===== src/rtl/riscv_wb_arbiter.sv =====
// riscv_wb_arbiter: the write-side master for the 64-bit integer register file.
// It merges two writeback sources into the single RF write port:
//   - fast in-order pipe (ALU/load), which has no backpressure and always wins arbitration;
//   - slow long-latency unit (mul/div), which uses a valid/ready handshake and is buffered
//     in a DEPTH-entry FIFO.
// It also keeps a per-register pending scoreboard of outstanding slow destinations.
//
// Ports:
//   i_riscv_wbarb_clk / i_riscv_wbarb_rst_n : clock, async active-low reset
//   i_riscv_wbarb_fast_*                    : fast writeback (valid, rdaddr, rddata)
//   i_riscv_wbarb_slow_* / o_..._slow_ready : slow result handshake into the FIFO
//   i_riscv_wbarb_issue_*                   : slow op issued (sets pending bit)
//   o_riscv_wbarb_regwrite/rdaddr/rddata    : registered RF write port
//   o_riscv_wbarb_pending                   : bit r set while a slow result for xr is outstanding
//   o_riscv_wbarb_fast_stall                : asks upstream to bubble the fast pipe
//   o_riscv_wbarb_count                     : FIFO occupancy
module riscv_wb_arbiter #(
  parameter int unsigned XLEN       = 64,
  parameter int unsigned DEPTH      = 4,
  parameter int unsigned STARVE_MAX = 8
) (
  input  logic                     i_riscv_wbarb_clk,
  input  logic                     i_riscv_wbarb_rst_n,
  input  logic                     i_riscv_wbarb_fast_valid,
  input  logic [4:0]               i_riscv_wbarb_fast_rdaddr,
  input  logic [XLEN-1:0]          i_riscv_wbarb_fast_rddata,
  input  logic                     i_riscv_wbarb_slow_valid,
  input  logic [4:0]               i_riscv_wbarb_slow_rdaddr,
  input  logic [XLEN-1:0]          i_riscv_wbarb_slow_rddata,
  output logic                     o_riscv_wbarb_slow_ready,
  input  logic                     i_riscv_wbarb_issue_valid,
  input  logic [4:0]               i_riscv_wbarb_issue_rdaddr,
  output logic                     o_riscv_wbarb_regwrite,
  output logic [4:0]               o_riscv_wbarb_rdaddr,
  output logic [XLEN-1:0]          o_riscv_wbarb_rddata,
  output logic [31:0]              o_riscv_wbarb_pending,
  output logic                     o_riscv_wbarb_fast_stall,
  output logic [$clog2(DEPTH):0]   o_riscv_wbarb_count
);

  localparam int unsigned PtrW = $clog2(DEPTH);
  localparam int unsigned CntW = PtrW + 1;
  localparam int unsigned StvW = $clog2(STARVE_MAX + 1);
  localparam logic [CntW-1:0] DepthC     = CntW'(DEPTH);
  localparam logic [StvW-1:0] StarveMaxC = StvW'(STARVE_MAX);

  // FIFO storage carries no reset; pointers and count define what is valid.
  logic [4:0]      fifo_addr_q [DEPTH];
  logic [XLEN-1:0] fifo_data_q [DEPTH];

  logic [PtrW-1:0] wr_ptr_q, wr_ptr_d, rd_ptr_q, rd_ptr_d;
  logic [CntW-1:0] count_q, count_d;
  logic [StvW-1:0] starve_q, starve_d;
  logic            stall_q, stall_d;
  logic            regwrite_q, regwrite_d;
  logic [4:0]      rdaddr_q, rdaddr_d;
  logic [XLEN-1:0] rddata_q, rddata_d;
  logic [31:0]     pending_q, pending_d;

  logic            fast_go, slow_ready, push, pop;
  logic [4:0]      head_addr;
  logic [XLEN-1:0] head_data;

  assign fast_go    = i_riscv_wbarb_fast_valid && (i_riscv_wbarb_fast_rdaddr != 5'd0);
  // Ready looks only at current occupancy; a same-cycle pop is not credited.
  assign slow_ready = (count_q < DepthC);
  // x0 results are acknowledged but never stored.
  assign push       = i_riscv_wbarb_slow_valid && slow_ready && (i_riscv_wbarb_slow_rdaddr != 5'd0);
  // Pop only from registered occupancy, so a fresh push cannot bypass to the output.
  assign pop        = !fast_go && (count_q != '0);
  assign head_addr  = fifo_addr_q[rd_ptr_q];
  assign head_data  = fifo_data_q[rd_ptr_q];

  always_comb begin
    wr_ptr_d   = wr_ptr_q;
    rd_ptr_d   = rd_ptr_q;
    count_d    = count_q;
    starve_d   = starve_q;
    regwrite_d = 1'b0;
    rdaddr_d   = rdaddr_q;
    rddata_d   = rddata_q;
    pending_d  = pending_q;

    if (push) wr_ptr_d = wr_ptr_q + PtrW'(1);
    if (pop)  rd_ptr_d = rd_ptr_q + PtrW'(1);

    unique case ({push, pop})
      2'b10:   count_d = count_q + CntW'(1);
      2'b01:   count_d = count_q - CntW'(1);
      default: count_d = count_q;
    endcase

    if (fast_go) begin
      regwrite_d = 1'b1;
      rdaddr_d   = i_riscv_wbarb_fast_rdaddr;
      rddata_d   = i_riscv_wbarb_fast_rddata;
    end else if (pop) begin
      regwrite_d = 1'b1;
      rdaddr_d   = head_addr;
      rddata_d   = head_data;
      pending_d[head_addr] = 1'b0;
    end

    // Applied after the pop clear so a same-edge set wins.
    if (i_riscv_wbarb_issue_valid) pending_d[i_riscv_wbarb_issue_rdaddr] = 1'b1;
    pending_d[0] = 1'b0;

    // Saturating count of edges with buffered data that did not drain.
    if (pop || (count_q == '0)) begin
      starve_d = '0;
    end else if (starve_q != StarveMaxC) begin
      starve_d = starve_q + StvW'(1);
    end
    stall_d = (starve_d == StarveMaxC);
  end

  always_ff @(posedge i_riscv_wbarb_clk or negedge i_riscv_wbarb_rst_n) begin
    if (!i_riscv_wbarb_rst_n) begin
      wr_ptr_q   <= '0;
      rd_ptr_q   <= '0;
      count_q    <= '0;
      starve_q   <= '0;
      stall_q    <= 1'b0;
      regwrite_q <= 1'b0;
      rdaddr_q   <= '0;
      rddata_q   <= '0;
      pending_q  <= '0;
    end else begin
      wr_ptr_q   <= wr_ptr_d;
      rd_ptr_q   <= rd_ptr_d;
      count_q    <= count_d;
      starve_q   <= starve_d;
      stall_q    <= stall_d;
      regwrite_q <= regwrite_d;
      rdaddr_q   <= rdaddr_d;
      rddata_q   <= rddata_d;
      pending_q  <= pending_d;
    end
  end

  always_ff @(posedge i_riscv_wbarb_clk) begin
    if (push) begin
      fifo_addr_q[wr_ptr_q] <= i_riscv_wbarb_slow_rdaddr;
      fifo_data_q[wr_ptr_q] <= i_riscv_wbarb_slow_rddata;
    end
  end

  assign o_riscv_wbarb_slow_ready = slow_ready;
  assign o_riscv_wbarb_regwrite   = regwrite_q;
  assign o_riscv_wbarb_rdaddr     = rdaddr_q;
  assign o_riscv_wbarb_rddata     = rddata_q;
  assign o_riscv_wbarb_pending    = pending_q;
  assign o_riscv_wbarb_fast_stall = stall_q;
  assign o_riscv_wbarb_count      = count_q;

endmodule


===== config.mk =====
export PLATFORM = sky130hd
export DESIGN_NAME = riscv_wb_arbiter
export DESIGN_NICKNAME = d
export VERILOG_FILES = /design/src/rtl/riscv_wb_arbiter.sv
export SDC_FILE = /design/constraint.sdc
export NUM_CORES = 1
export LEC_CHECK = 0
export CAP_MARGIN = 20
export CORE_MARGIN = 2
export CORE_UTILIZATION = 45
export CTS_BUF_LIST = sky130_fd_sc_hd__clkbuf_4
export CTS_CLUSTER_DIAMETER = 30
export DETAILED_ROUTE_END_ITERATION = 10
export HOLD_SLACK_MARGIN = 0.1
export PLACE_DENSITY = 0.69
export SETUP_SLACK_MARGIN = 0.02
export SYNTH_ARGS = -nofsm -noshare
export SYNTH_HDL_FRONTEND = slang
export SYNTH_SLANG_ARGS = --single-unit

===== constraint.sdc =====
create_clock -name i_riscv_wbarb_clk -period 4.25 [get_ports i_riscv_wbarb_clk]
set_input_delay 0.425 -clock i_riscv_wbarb_clk [delete_from_list [all_inputs] [get_ports i_riscv_wbarb_clk]]
set_output_delay 0.425 -clock i_riscv_wbarb_clk [all_outputs]
set_load 0.01 [all_outputs]

# After elaboration in Yosys (flattened, before gate mapping)
# Memory sizes are Yosys's and may differ from the RTL's.
# Cells that the tools add are included.
# word_totals
ram_bits,276
wordCells,60
ff_bits,113
n_memories,2
input_bits,148
# memory_table
memory,depth,word_bits,read_ports,rd_clocked_by_memory_dff,write_ports,line,text
fifo_data_q,4,64,1,0,1,49,logic [XLEN-1:0] fifo_data_q [DEPTH];
fifo_addr_q,4,5,1,0,1,48,logic [4:0] fifo_addr_q [DEPTH];
# classes
addsub,5
reduce_logical,14
n_bitwise,3
n_lt_le_gt_ge,5
mux,18
n_eq_ne,4
# ops
cell,n
64-bit two-way mux,2
32-bit two-way mux,3
32-bit AND,1
32-bit NOT,1
32-bit bitwise OR,1
"5-bit by 6-bit < comparator with 1-bit output, second input constant",2
1-bit demux with 5-bit select,2
"5-bit by 1-bit greater-or-equal comparator with 1-bit output, second input constant",2
5-bit two-way mux,2
5-bit nonzero test,2
4-bit two-way mux,2
1-bit logical AND,6
1-bit two-way mux,6
3-bit case mux with 2 select lines,1
"2-bit by 1-bit adder with 2-bit output, second input constant",2
"4-bit by 1-bit adder with 4-bit output, second input constant",1
"4-bit == test, second input constant",1
"4-bit inequality test, second input constant",1
2-bit nonzero test,2
"3-bit by 1-bit adder with 3-bit output, second input constant",1
3-bit logical NOT,1
"3-bit < comparator, second input constant",1
3-bit nonzero test,1
"3-bit by 1-bit subtractor with 3-bit output, second input constant",1
other kinds (4),4

# Logic depth before layout (Yosys ltp)
# An unclocked memory read counts as a cell.
# logic_depth
ltp_word,11
depth_mapped,9
depth_no_buf,9

# Worst setup path after synthesis
# No wires, ideal clock.
# synth_path
path_kind,reg-to-reg
start,"register count_q[2], in the netlist o_riscv_wbarb_count[2]"
end,"memory fifo_addr_q[0][0], enable pin"
arrival_ns,2.528
period_less_slack_ns,2.962
required_time_ns,3.815
setup_slack_ns,1.288
path_stages_with_launch,4
n_path_buf,0
setup_ns,0.435
cell_sequence,dfrtp_1 inv_1 o311a_1 and2_1
# synth_between
elab_chain_len,5
# synth_rtl
element,line,text
from (decl),52,"logic [CntW-1:0] count_q, count_d;"
from (signal assigned),131,count_q <= count_d;
3-bit < comparator,66,assign slow_ready = (count_q < DepthC);
named net o_riscv_wbarb_slow_ready,30,"output logic o_riscv_wbarb_slow_ready,"
1-bit logical AND (2 in series),68,assign push = i_riscv_wbarb_slow_valid && slow_ready && (i_riscv_wbarb_slow_rdaddr != 5'd0);
1-bit two-way mux,142,if (push) begin
1-bit two-way mux (implied by the code),143,fifo_addr_q[wr_ptr_q] <= i_riscv_wbarb_slow_rdaddr;
to (decl),48,
# The timed path passes the listed nets, and every way through them passes these cells.

# Final worst setup path
# layout_path
start,register rd_ptr_q[0]
end,"register pending_q[30], in the netlist o_riscv_wbarb_pending[30]"
# layout_between
elab_chain_len,11
word_cells_on_any_way,12
cone_classes,order compare (2); mux (5); bitwise (3); reduce/logical (1); memory (1)
# layout_rtl
element,line,text
from (decl),51,"logic [PtrW-1:0] wr_ptr_q, wr_ptr_d, rd_ptr_q, rd_ptr_d;"
from (signal assigned),130,rd_ptr_q <= rd_ptr_d;
memory read 4 x 5 bit *,--,
5-bit by 6-bit < comparator with 1-bit output (implied by the code) or 5-bit by 1-bit greater-or-equal comparator with 1-bit output (tied branches),101,pending_d[head_addr] = 1'b0;
1-bit logical AND (implied by the code),101,
1-bit two-way mux (implied by the code),101,
1-bit demux with 5-bit select *,101,
32-bit NOT (no line) *,--,
32-bit AND (no line) *,--,
32-bit two-way mux *,97,end else if (pop) begin
32-bit two-way mux *,93,if (fast_go) begin
32-bit bitwise OR (no line),--,
32-bit two-way mux *,105,if (i_riscv_wbarb_issue_valid) pending_d[i_riscv_wbarb_issue_rdaddr] = 1'b1;
named net pending_d[30],58,"logic [31:0] pending_q, pending_d;"
to (signal assigned),137,pending_q <= pending_d;
to (decl),58,
# Mark *: on every way through the listed nets, which the timed path passes. The rest lies on a longest branch.
# A chain may end at the register's enable or synchronous reset.

==> impl_metrics.ini <==
[outcome]
status = finished, final reports clean

[die]
start_util_pct = 45.9
die_h_um = 189
io_pins = 255
die_width_um = 189
die_area_um2 = 35800
core_um2 = 33600
std_cell_rows = 67

[synthesis]
synth_area_um2 = 15400
synth_most_common_cell = edfxtp_1
ys_seq_area_share_pct = 72.1
ys_async_sr_fraction_pct = 29.0
yosysTopAreaCell = edfxtp_1
yosys_warnings = 0
ys_types = 41
synth_enable_flop_cells = 276
synthTopCellsByCount = 276 x edfxtp_1, 142 x nand2_1, 131 x nor2_1
synthTopCellsByArea = edfxtp_1 54%, dfrtp_1 18%, mux4_2 9.8%
syn_nets = 1154
synth.top_cell.area_share_pct = 53.8
synth_ff_type = edfxtp_1
avgSynthCellArea_um2 = 15.4
synthCells = 998
synth_seq_cells = 389

[final_layout]
multi_input_area_um2 = 4030
final_util_pct = 59.1
n_fill_cell = 2636
final_nets = 1472
area_growth_pct = 28.9
final_area_um2 = 19900
seqCellArea_um2 = 11100
drive_above_1_share_pct = 20.1

[pwr]
p_int_uw = 8740
irDropWorstVdd_mv = 0.402
p_sw_uw = 3980
clockPowerShare_pct = 25.8
p_leak_uw = 0.00714
switching_share_pct = 31.3
combinationalPowerShare_pct = 31.8
powerDensity_nw_per_um2 = 641
seq_power_share_pct = 42.5

[critical_path]
crit_buf_inv = 0
path_depth = 4
cp.required_ns = 4.82
rrSetupSlack_ns = 1.79
reg2regPathDepth = 4
startpoint_type = flop
cp-endpoint = o_riscv_wbarb_pending[30]
crit_start = rd_ptr_q[0]
path_delay_family = flip-flops
cp_max_fo = 32
end_kind = flop
r2r_end = o_riscv_wbarb_pending[30]
cp_slowest_cell = dfrtp_4
crit_type = reg2reg
worstPathArrival_ns = 3.03
crit_chain = mux4_2 -> nand4b_4 -> nor3_1 -> a21oi_1
r2r-start = rd_ptr_q[0]
critPathMaxStageDelay_ns = 0.85

[sta]
hold_viol_final = 0
slew_headroom_pct = 33.7
rsz0062_at_grt = no
slew_viol_final = 0
finClkSkew_ns = 0.0532
worst_pin_slew_ns = 0.975
setup_viol = 0
finalCritPeriodShare_pct = 58.0
max_freq_mhz = 406
fin_tns_setup_ns = 0
fin_crit_ns = 2.46
hold_ws_ns = 0.267

[detailed_routing]
vias_per_cell = 5.17
drt_pass1_iterations = 5
routedWlPerCell_um = 18.7
route.detailed.drc = 0
vias = 9586
postRouteAntennaNets = 0
drt_wl_total_um = 34800
first_iter_violations = 434

[clock_network]
cts_buffers = 100
postCtsSetupBuffers = 0
cts_root_buffer = clkbuf_4
cts_tree = built
ctsResizeCount = 0
clockBufferDepth = 3
htreeDepth = 3
cts_hold_buf = 1
clk_pin_slew_ns = 0.07
cts_sinks = 389
insertion_delay_ns = 0.73

[place]
place_hpwl_um = 21700
port_buffers = 253
place.gp.congestion = 0.787
dpl-instance-area_um2 = 18500

[grt]
grt_antenna_before_repair = 6
grt_overflow_total = 0
grt_pass1_wl_um = 54200
grt_pass1_vias = 10200
grt_max_degree = 70
groute.usage.overall_pct = 19.7

[min_path]
hold_class = in2reg

[flow_run]
max_cap_violations = 0
==> metrics by stage <==
step	cells	total power, uW	setup WS, ns
finish	1855	12700	1.79
global route	1854	13500	1.58
CTS	1852	12900	1.74
detailed placement	1661	9600	1.33
floorplan	998	7740	1.29
global placement	1661	9530	1.39
==> flip-flops by register name, indices dropped and copies added, names as in the netlist <==
register,cells
fifo_data_q,256
o_riscv_wbarb_rddata,64
o_riscv_wbarb_pending,31
fifo_addr_q,20
o_riscv_wbarb_rdaddr,5
starve_q,4
o_riscv_wbarb_count,3
rd_ptr_q,2
wr_ptr_q,2
o_riscv_wbarb_fast_stall,1
o_riscv_wbarb_regwrite,1
==> power by group through the flow <==
stage / Sequential [uW] / Clock [uW] / Combinational, uW
6_report: 5400 / 3280 / 4040
2_1_floorplan: 5480 / 0 / 2260
4_1_cts: 5420 / 3390 / 4130
3_5_place_dp: 5480 / 0 / 4120
3_3_place_gp: 5470 / 0 / 4060
5_1_grt: 5500 / 3580 / 4390
==> final cells by class <==
| class | count | area share [%] |
|---|---|---|
| antenna | 3 | 0.0378 |
| clock buffer | 150 | 5.67 |
| clock inverter | 40 | 1.24 |
| inverter | 9 | 0.170 |
| multi-input combinational | 547 | 20.3 |
| sequential | 389 | 56.0 |
| tap | 448 | 2.82 |
| timing repair buffer | 269 | 13.8 |
==> worst reg2reg max path, cell delays in order, from the launching register on <==
cell,delay [ns]
dfrtp_4,0.85
mux4_2,0.67
nand4b_4,0.41
nor3_1,0.30
a21oi_1,0.10
==> cell usage in the layout (no fill, tap or decap), types with 2 or more instances in the layout <==
cell,netlist,routed
and3_1,3,3
clkbuf_4,0,150
mux2i_1,6,6
a21oi_1,31,31
clkinv_2,0,7
clkinv_1,0,27
nor3_1,23,23
buf_12,0,7
mux4_2,67,67
nand2_1,142,142
buf_4,4,9
diode_2,0,3
nand2b_1,3,3
o21ai_0,4,4
xnor2_1,5,5
nor3_2,18,17
xor2_1,3,3
inv_1,9,9
nand3b_1,6,6
or3_1,4,3
edfxtp_1,276,276
dfrtp_1,113,111
clkdlybuf4s50_1,0,252
dfrtp_4,0,2
ha_1,7,7
or3b_2,4,4
a31oi_1,67,67
nor2_1,131,131
mux2_2,2,2
nand3_1,3,3
bufinv_16,0,3
and2_4,0,4
==> cells by family after synthesis <==
group,Yosys count,synth area share [%]
DFF,389,72.1
and+or+nand+nor,345,10.1
AOI/OAI and AO/OA,109,4.28
muxes,76,10.4
buffers and inverters,62,1.95
adders and majority gates,8,0.698
xor gates and xnor gates,8,0.455
other,1,0.0243
==> metal layers <==
layer	global-route usage, %	up-vias	wire [um]
li1	-	4455	-
met1	24.7	4769	14300
met2	32.6	305	17300
met3	6.06	47	2530
met4	6.46	10	529
met5	0	-	70
==> worst min path at each step <==
stage	from	to	depth (start not counted)
floorplan	i_riscv_wbarb_rst_n	o_riscv_wbarb_count[0]	0
global placement	i_riscv_wbarb_rst_n	o_riscv_wbarb_pending[23]	1
detailed placement	i_riscv_wbarb_rst_n	o_riscv_wbarb_pending[23]	1
CTS	i_riscv_wbarb_fast_rddata[23]	o_riscv_wbarb_rddata[23]	3
global route	i_riscv_wbarb_fast_rddata[20]	o_riscv_wbarb_rddata[20]	3
finish	i_riscv_wbarb_fast_rddata[23]	o_riscv_wbarb_rddata[23]	3
Note: power is estimated with default switching activity, not from simulation.
